===== src/rtl/matriz_op_controller.sv =====
`default_nettype none
// ============================================================================
// Module      : matriz_op_controller
// Description : Sequencer that loads two 5x5 operand matrices from data
//               memory, runs the combinational matrix ALU and stores the result.
// Revision    : 1.0 - initial release
// ============================================================================
module matriz_op_controller #(
  parameter int N_ELEM = 25,
  parameter int ELEM_W = 8,
  parameter int ADDR_W = 8,
  parameter int OP_W   = 3
) (
  input  logic                       clk,
  input  logic                       reset,
  input  logic                       start,
  input  logic [OP_W-1:0]            op,
  input  logic [ADDR_W-1:0]          base_a,
  input  logic [ADDR_W-1:0]          base_b,
  input  logic [ADDR_W-1:0]          base_c,
  output logic                       busy,
  output logic                       done,
  output logic [ADDR_W-1:0]          mem_addr,
  output logic                       mem_rd_en,
  input  logic [ELEM_W-1:0]          mem_rdata,
  output logic                       mem_wr_en,
  output logic [ELEM_W-1:0]          mem_wdata,
  output logic [OP_W-1:0]            ula_op,
  output logic [N_ELEM*ELEM_W-1:0]   ula_a,
  output logic [N_ELEM*ELEM_W-1:0]   ula_b,
  input  logic [N_ELEM*ELEM_W-1:0]   ula_result
);

  localparam int C_VEC_W = N_ELEM * ELEM_W;
  localparam int C_CNT_W = $clog2(N_ELEM);

  typedef enum logic [2:0] {
    S_IDLE   = 3'd0,
    S_LOAD_A = 3'd1,
    S_LOAD_B = 3'd2,
    S_WAIT_B = 3'd3,
    S_EXEC   = 3'd4,
    S_STORE  = 3'd5,
    S_DONE   = 3'd6
  } state_t;

  state_t               r_state;
  state_t               w_next;

  logic [C_CNT_W-1:0]   r_cnt;
  logic [ADDR_W-1:0]    r_base_a;
  logic [ADDR_W-1:0]    r_base_b;
  logic [ADDR_W-1:0]    r_base_c;
  logic [OP_W-1:0]      r_op;
  logic [C_VEC_W-1:0]   r_ula_a;
  logic [C_VEC_W-1:0]   r_ula_b;
  logic [C_VEC_W-1:0]   r_result;

  // Pipeline of the read issued last cycle, used to steer mem_rdata
  logic                 r_rd_v;
  logic                 r_rd_b;
  logic [C_CNT_W-1:0]   r_rd_idx;

  logic                 w_last;
  logic [ADDR_W-1:0]    w_cnt_addr;
  logic                 w_busy;
  logic                 w_done;
  logic                 w_rd_en;
  logic                 w_rd_b;
  logic                 w_wr_en;
  logic [ADDR_W-1:0]    w_addr;
  logic [ELEM_W-1:0]    w_wdata;

  assign w_last     = (r_cnt == C_CNT_W'(N_ELEM - 1));
  assign w_cnt_addr = ADDR_W'(r_cnt);

  always_ff @(posedge clk) begin
    if (reset) begin
      r_state <= S_IDLE;
    end else begin
      r_state <= w_next;
    end
  end

  always_comb begin
    w_next  = r_state;
    w_busy  = 1'b0;
    w_done  = 1'b0;
    w_rd_en = 1'b0;
    w_rd_b  = 1'b0;
    w_wr_en = 1'b0;
    w_addr  = '0;
    w_wdata = '0;
    case (r_state)
      S_IDLE: begin
        if (start) begin
          w_next = S_LOAD_A;
        end
      end
      S_LOAD_A: begin
        w_busy  = 1'b1;
        w_rd_en = 1'b1;
        w_addr  = r_base_a + w_cnt_addr;
        if (w_last) begin
          w_next = S_LOAD_B;
        end
      end
      S_LOAD_B: begin
        w_busy  = 1'b1;
        w_rd_en = 1'b1;
        w_rd_b  = 1'b1;
        w_addr  = r_base_b + w_cnt_addr;
        if (w_last) begin
          w_next = S_WAIT_B;
        end
      end
      S_WAIT_B: begin
        w_busy = 1'b1;
        w_next = S_EXEC;
      end
      S_EXEC: begin
        w_busy = 1'b1;
        w_next = S_STORE;
      end
      S_STORE: begin
        w_busy  = 1'b1;
        w_wr_en = 1'b1;
        w_addr  = r_base_c + w_cnt_addr;
        w_wdata = r_result[int'(r_cnt)*ELEM_W +: ELEM_W];
        if (w_last) begin
          w_next = S_DONE;
        end
      end
      S_DONE: begin
        w_busy = 1'b1;
        w_done = 1'b1;
        w_next = S_IDLE;
      end
      default: begin
        w_next = S_IDLE;
      end
    endcase
  end

  // Element counter, captured request context and result latch
  always_ff @(posedge clk) begin
    if (reset) begin
      r_cnt    <= '0;
      r_base_a <= '0;
      r_base_b <= '0;
      r_base_c <= '0;
      r_op     <= '0;
      r_result <= '0;
    end else begin
      case (r_state)
        S_IDLE: begin
          if (start) begin
            r_cnt    <= '0;
            r_op     <= op;
            r_base_a <= base_a;
            r_base_b <= base_b;
            r_base_c <= base_c;
          end
        end
        S_LOAD_A, S_LOAD_B, S_STORE: begin
          r_cnt <= w_last ? '0 : r_cnt + 1'b1;
        end
        S_EXEC: begin
          r_cnt    <= '0;
          r_result <= ula_result;
        end
        default: begin
          r_cnt <= r_cnt;
        end
      endcase
    end
  end

  // Read data lands one cycle after the strobe, independent of FSM state
  always_ff @(posedge clk) begin
    if (reset) begin
      r_rd_v   <= 1'b0;
      r_rd_b   <= 1'b0;
      r_rd_idx <= '0;
      r_ula_a  <= '0;
      r_ula_b  <= '0;
    end else begin
      r_rd_v   <= w_rd_en;
      r_rd_b   <= w_rd_b;
      r_rd_idx <= r_cnt;
      if (r_rd_v) begin
        if (r_rd_b) begin
          r_ula_b[int'(r_rd_idx)*ELEM_W +: ELEM_W] <= mem_rdata;
        end else begin
          r_ula_a[int'(r_rd_idx)*ELEM_W +: ELEM_W] <= mem_rdata;
        end
      end
    end
  end

  assign busy      = w_busy;
  assign done      = w_done;
  assign mem_addr  = w_addr;
  assign mem_rd_en = w_rd_en;
  assign mem_wr_en = w_wr_en;
  assign mem_wdata = w_wdata;
  assign ula_op    = r_op;
  assign ula_a     = r_ula_a;
  assign ula_b     = r_ula_b;

endmodule
`default_nettype wire


===== config.mk =====
export PLATFORM = sky130hd
export DESIGN_NAME = matriz_op_controller
export DESIGN_NICKNAME = d
export VERILOG_FILES = /design/src/rtl/matriz_op_controller.sv
export SDC_FILE = /design/constraint.sdc
export NUM_CORES = 1
export LEC_CHECK = 0
export ABC_AREA = 1
export ABC_CLOCK_PERIOD_IN_PS = 2800
export CORE_MARGIN = 2
export CORE_UTILIZATION = 46
export DETAILED_ROUTE_END_ITERATION = 16
export PLACE_DENSITY = 0.77
export REMOVE_ABC_BUFFERS = 1
export SYNTH_ARGS = -nofsm -noshare
export SYNTH_HDL_FRONTEND = slang
export SYNTH_SLANG_ARGS = --single-unit

===== constraint.sdc =====
create_clock -name clk -period 2.8 [get_ports clk]
set_input_delay 0.56 -clock clk [delete_from_list [all_inputs] [get_ports clk]]
set_output_delay 0.56 -clock clk [all_outputs]
set_load 0.05 [all_outputs]

== Word-level counts from Yosys, hierarchy flattened ==
Cells that the tools add are included.
Widths: inputs -> output; s select.

* Register bits after elaboration: 642

* Add/subtract/negate cells: 5
* Eq/ne operators: 11
* Shift-type cells: 3
* Mux-type cells: 17
* Bitwise logic cells: 1
* Reductions and logical operators: 10

{| class="wikitable"
|+ Operators with widths
! cell !! number
|-
| $bwmux 200 || 2
|-
| $shift 8x33->200 const A || 1
|-
| $shiftx 200x9->8 || 1
|-
| $shiftx 8x33->200 || 1
|-
| $neg 8->33 || 1
|-
| $add 8x5->8 || 3
|-
| $pmux 8 s3 || 1
|-
| $pmux 3 s6 || 1
|-
| $pmux 5 s3 || 1
|-
| $mux 3 || 4
|-
| $mux 5 || 2
|-
| $eq 3x3->1 const B || 3
|-
| $mux 8 || 1
|-
| $ne 2x2->1 const B || 4
|-
| $reduce_and 2->1 || 4
|-
| $eq 3x2->1 const B || 2
|-
| $reduce_or 6->1 || 1
|-
| $add 5x1->5 const B || 1
|-
| $eq 5x5->1 const B || 1
|-
| $mux 1 || 5
|-
| $reduce_and 4->1 || 1
|-
| $eq 3x1->1 const B || 1
|-
| $logic_not 3->1 || 1
|-
| $reduce_bool 3->1 || 1
|-
| 3 further kinds || 3
|}

== Logic depth before layout (Yosys ltp) ==
* Depth in word-level cells: 4
* Mapped depth: 18
* Mapped depth without buffers: 17

== Worst setup path before layout ==
No wires, ideal clock.

* Kind: reg2out
* From: register r_state[0]
* To: output port mem_addr[6]
* Arrival: 3,239 ps
* Required time: 2,240 ps
* Slack: -999 ps
* Stages on the path, launching flop included: 16
* Path through: dfxtp_1 > nand2_1 > inv_1 > nand2_1 > inv_1 > clkbuf_1 > a21oi_1 > ha_1 > inv_1 > fa_1 > o21ai_0 > a21oi_1 > nor2_1 > o21ai_0 > nor2_1 > nor2_1

* Word-level cells in the longest chain between the ends: 2
* Elaborated cells between the ends (all ways): 4

{| class="wikitable"
|+ Ends and longest elaborated chain
! item !! RTL line !! text
|-
| start, declared || 47 || <nowiki>state_t r_state;</nowiki>
|-
| start signal, assigned || 81 || <nowiki>r_state <= w_next;</nowiki>
|-
| $eq 3x3->1 (tied with other cells) || 94 || <nowiki>case (r_state)</nowiki>
|-
| $pmux 8 s3 (*) || 94 ||
|-
| end, declared || 23 || <nowiki>output logic [ADDR_W-1:0] mem_addr,</nowiki>
|}

Every way passes the cells marked *; elsewhere a longest branch is shown, timed or not.

== Worst setup path in the final report ==
* From: register r_state[1]
* To: output port mem_addr[7]

The elaborated chain is that of the path after synthesis.

==> results.sh <==
export IMPL_outcome="complete, but fails checks"
export IMPL_violations="negative setup slack"
export IMPL_critPathBufInv=6
export IMPL_arrival_ps=2940
export IMPL_overflow=0
export IMPL_seq_area_frac_synth_pct=44.7
export IMPL_clkSinkCount=642
export IMPL_clock_root_buffer="clkbuf_16"
export IMPL_drv_cap=0
export IMPL_drv_slew=0
export IMPL_dieHeight_um=254
export IMPL_layout_nets=5011
export IMPL_place_ws_ps=-431
export IMPL_synthMuxAreaShare_pct=0
export IMPL_synth_top_family_by_area="simple AND/OR/NAND/NOR gates"
export IMPL_clk_pin_slew_worst_paths_ps=60
export IMPL_final_cell_mix="818 x nor2_1, 637 x clkdlybuf4s50_1, 635 x dfxtp_1, 560 x nand2_1, 547 x inv_1"
export IMPL_hold_buffers=0
export IMPL_fin_skew_ps=40.2
export IMPL_drive_gt1_share_pct=10.9
export IMPL_path_delay_family="simple AND/OR/NAND/NOR gates"
export IMPL_syn_cell_area_mm2=0.0288
export IMPL_clkLatencyLatePin_ps=630
export IMPL_antenna_found_initial=9
export IMPL_cts_made_buffers=68
export IMPL_viasPerCell=5.33
export IMPL_final_common_cell="nor2_1"
export IMPL_die_area_mm2=0.0646
export IMPL_rr_worst_depth=12
export IMPL_setup_worst_path_class="reg2out"
export IMPL_critPathCaptureType="output pin"
export IMPL_synth_simple_area_share_pct=28.1
export IMPL_hold_path_startpoint="ula_a[84]"
export IMPL_worstMarginPinSlew_ps=1050
export IMPL_core_area_mm2=0.0618
export IMPL_worst_hold_slack_ps=444
export IMPL_vdd_drop_max_v=0.000554
export IMPL_hold_end="ula_a[84]"
export IMPL_hold_viol_final=0
export IMPL_min_period_over_period_pct=125
export IMPL_yosysWarnings=0
export IMPL_grt_use_total_pct=31.1
export IMPL_critPathLaunchType="flip-flop"
export IMPL_drc_errors=0
export IMPL_synth_compound_area_share_pct=14.8
export IMPL_synth_xor_area_share_pct=0.0870
export IMPL_start_util_pct=46.5
export IMPL_portBuffers=660
export IMPL_crit_chain="buf_6 > nand3_4 > buf_6 > buf_4 > nor2_1 > o22ai_1 > inv_1 > ha_4 > nand2_4 > nor3_4 > a21oi_2 > nor2_1 > nand2_1 > nand2_1 > nand2_1 > nor2_1 > buf_4 > buf_12"
export IMPL_hold_class="reg2reg"
export IMPL_synth_avg_cell_area_um2=6.96
export IMPL_grt_pass1_vias=27195
export IMPL_syn_inst=4134
export IMPL_power_density_mw_per_mm2=685
export IMPL_critPathMaxFanout=5
export IMPL_drt_pass1_iter_count=7
export IMPL_area_delta_synth_final_pct=40.5
export IMPL_ios=661
export IMPL_grt_max_degree=204
export IMPL_setup_violations=15
export IMPL_min_path_cells=2
export IMPL_hpwlAfterDp_mm=72.1
export IMPL_ys_types=44
export IMPL_fmax_ghz=0.286
export IMPL_rsz0062_at_grt="true"
export IMPL_r2r_start="r_rd_idx[0]"
export IMPL_htreeDepth=3
export IMPL_min_period_ps=3500
export IMPL_ant_nets=0
export IMPL_regToRegSetupSlack_ps=170
export IMPL_cp_data_required_time_ps=2240
export IMPL_vias=30168
export IMPL_grt_pass1_wl_mm=156
export IMPL_critPathMaxStageDelay_ps=330
export IMPL_tritoncts="done"
export IMPL_maxSlewHeadroom_pct=30.3
export IMPL_clockBufferDepth=3
export IMPL_drt_initial_drc_count=3097
export IMPL_p_leak_nw=16.8
export IMPL_wl_mm=106
export IMPL_r2r_end="ula_a[28]"
export IMPL_place_gp_congestion=0.898
export IMPL_synthAdderAreaFrac_pct=0.461
export IMPL_rows=91
export IMPL_avgRoutedWirePerCell_um=18.8
export IMPL_setup_ws_ps=-699
export IMPL_crit_path_top_delay_cell="dfxtp_2"
export IMPL_ys_ff_latch=642
export IMPL_fp_dieW_um=254
==> worst max-delay path by stage <==
stage	start	to	slack, ps	cells past startpoint
after floorplan	r_state[0]	r_result[88]	-5720	4
after global placement	r_state[1]	mem_addr[6]	-400	16
after detailed placement	r_state[1]	mem_addr[6]	-430	16
after CTS	r_state[1]	mem_addr[7]	-760	20
after global routing	r_state[1]	mem_addr[7]	-890	20
final	r_state[1]	mem_addr[7]	-700	18
==> layout make-up <==
cell class,instances,area [µm²]
Multi-Input combinational cell,2637,13100
Inverter,572,2210
Clock inverter,25,434
Clock buffer,94,1980
Timing Repair Buffer,842,8830
Sequential cell,642,12900
Antenna cell,8,20.0
Tap cell,837,1050
Fill cell,5198,21400
==> Yosys cell counts, drive strengths merged <==
cell type	count	area [µm²]
nor2	862	3340
dfxtp	642	12900
nand2	579	2200
inv	566	2130
o21ai	460	2300
a21oi	284	1430
nand4	233	1570
clkbuf	186	698
nand3	114	781
buf	98	573
nor3	22	180
o22ai	22	138
o211ai	19	143
a211oi	18	185
ha	9	113
clkinv	6	22.5
o21bai	4	30.0
a31oi	1	6.26
a32o	1	10.0
and2	1	6.26
fa	1	20.0
nor3b	1	7.51
o21a	1	7.51
o31ai	1	7.51
or2	1	6.26
xnor2	1	16.3
xor2	1	8.76
==> sequential cells by signal, summed over array words and instances, names as in the netlist <==
name / count
r_base_a: 8
r_base_b: 8
r_base_c: 8
r_cnt: 5
r_rd_b: 1
r_rd_idx: 5
r_rd_v: 1
r_result: 200
r_state: 3
ula_a: 200
ula_b: 200
ula_op: 3
==> report_power, final <==
group / internal, mW / switching (mW) / leakage, nW
Combinational: 2.91 / 4.98 / 10.4
Clock: 5.82 / 3.96 / 1.19
Sequential: 9.71 / 0.316 / 5.19
==> stage by stage <==
step / total power [mW] / cells / TNS (ps) / instance area, µm² / util [%]
global route: 28.7 / 5656 / -6840 / 40400 / 65.4
global placement: 16.5 / 5469 / -1510 / 36500 / 59.0
floorplan: 13.8 / 3850 / -2224130 / 27500 / -
CTS: 26.9 / 5612 / -5860 / 39600 / 64.0
detailed placement: 16.6 / 5469 / -1520 / 36500 / 59.0
finish: 27.7 / 5657 / -5210 / 40400 / 65.4
==> timing repair <==
item	CTS	global route
cloned	8	9
buffers inserted	16	30
gates resized for setup	107	127
pin swaps	37	49
setup endpoints to repair	18	149
==> routing by layer <==
| layer | track usage, % | routed length, µm |
|---|---|---|
| met5 | 0 | 32 |
| met4 | 17.3 | 5920 |
| met3 | 5.85 | 9740 |
| met2 | 51.1 | 50200 |
| met1 | 38.3 | 40500 |
==> worst min-delay path: stages, from the launching register on <==
cell	delay, ps
dfxtp_1	310
inv_1	40
a21oi_1	50
==> cells by family after synthesis <==
logic type,count (synthesis)
AO/OA/AOI/OAI,811
XOR/XNOR,2
flip-flops,642
buffers and inverters,856
adder cells (fa/ha/maj),10
AND/OR/NAND/NOR,1813
Power figures use the tool's default switching activity.
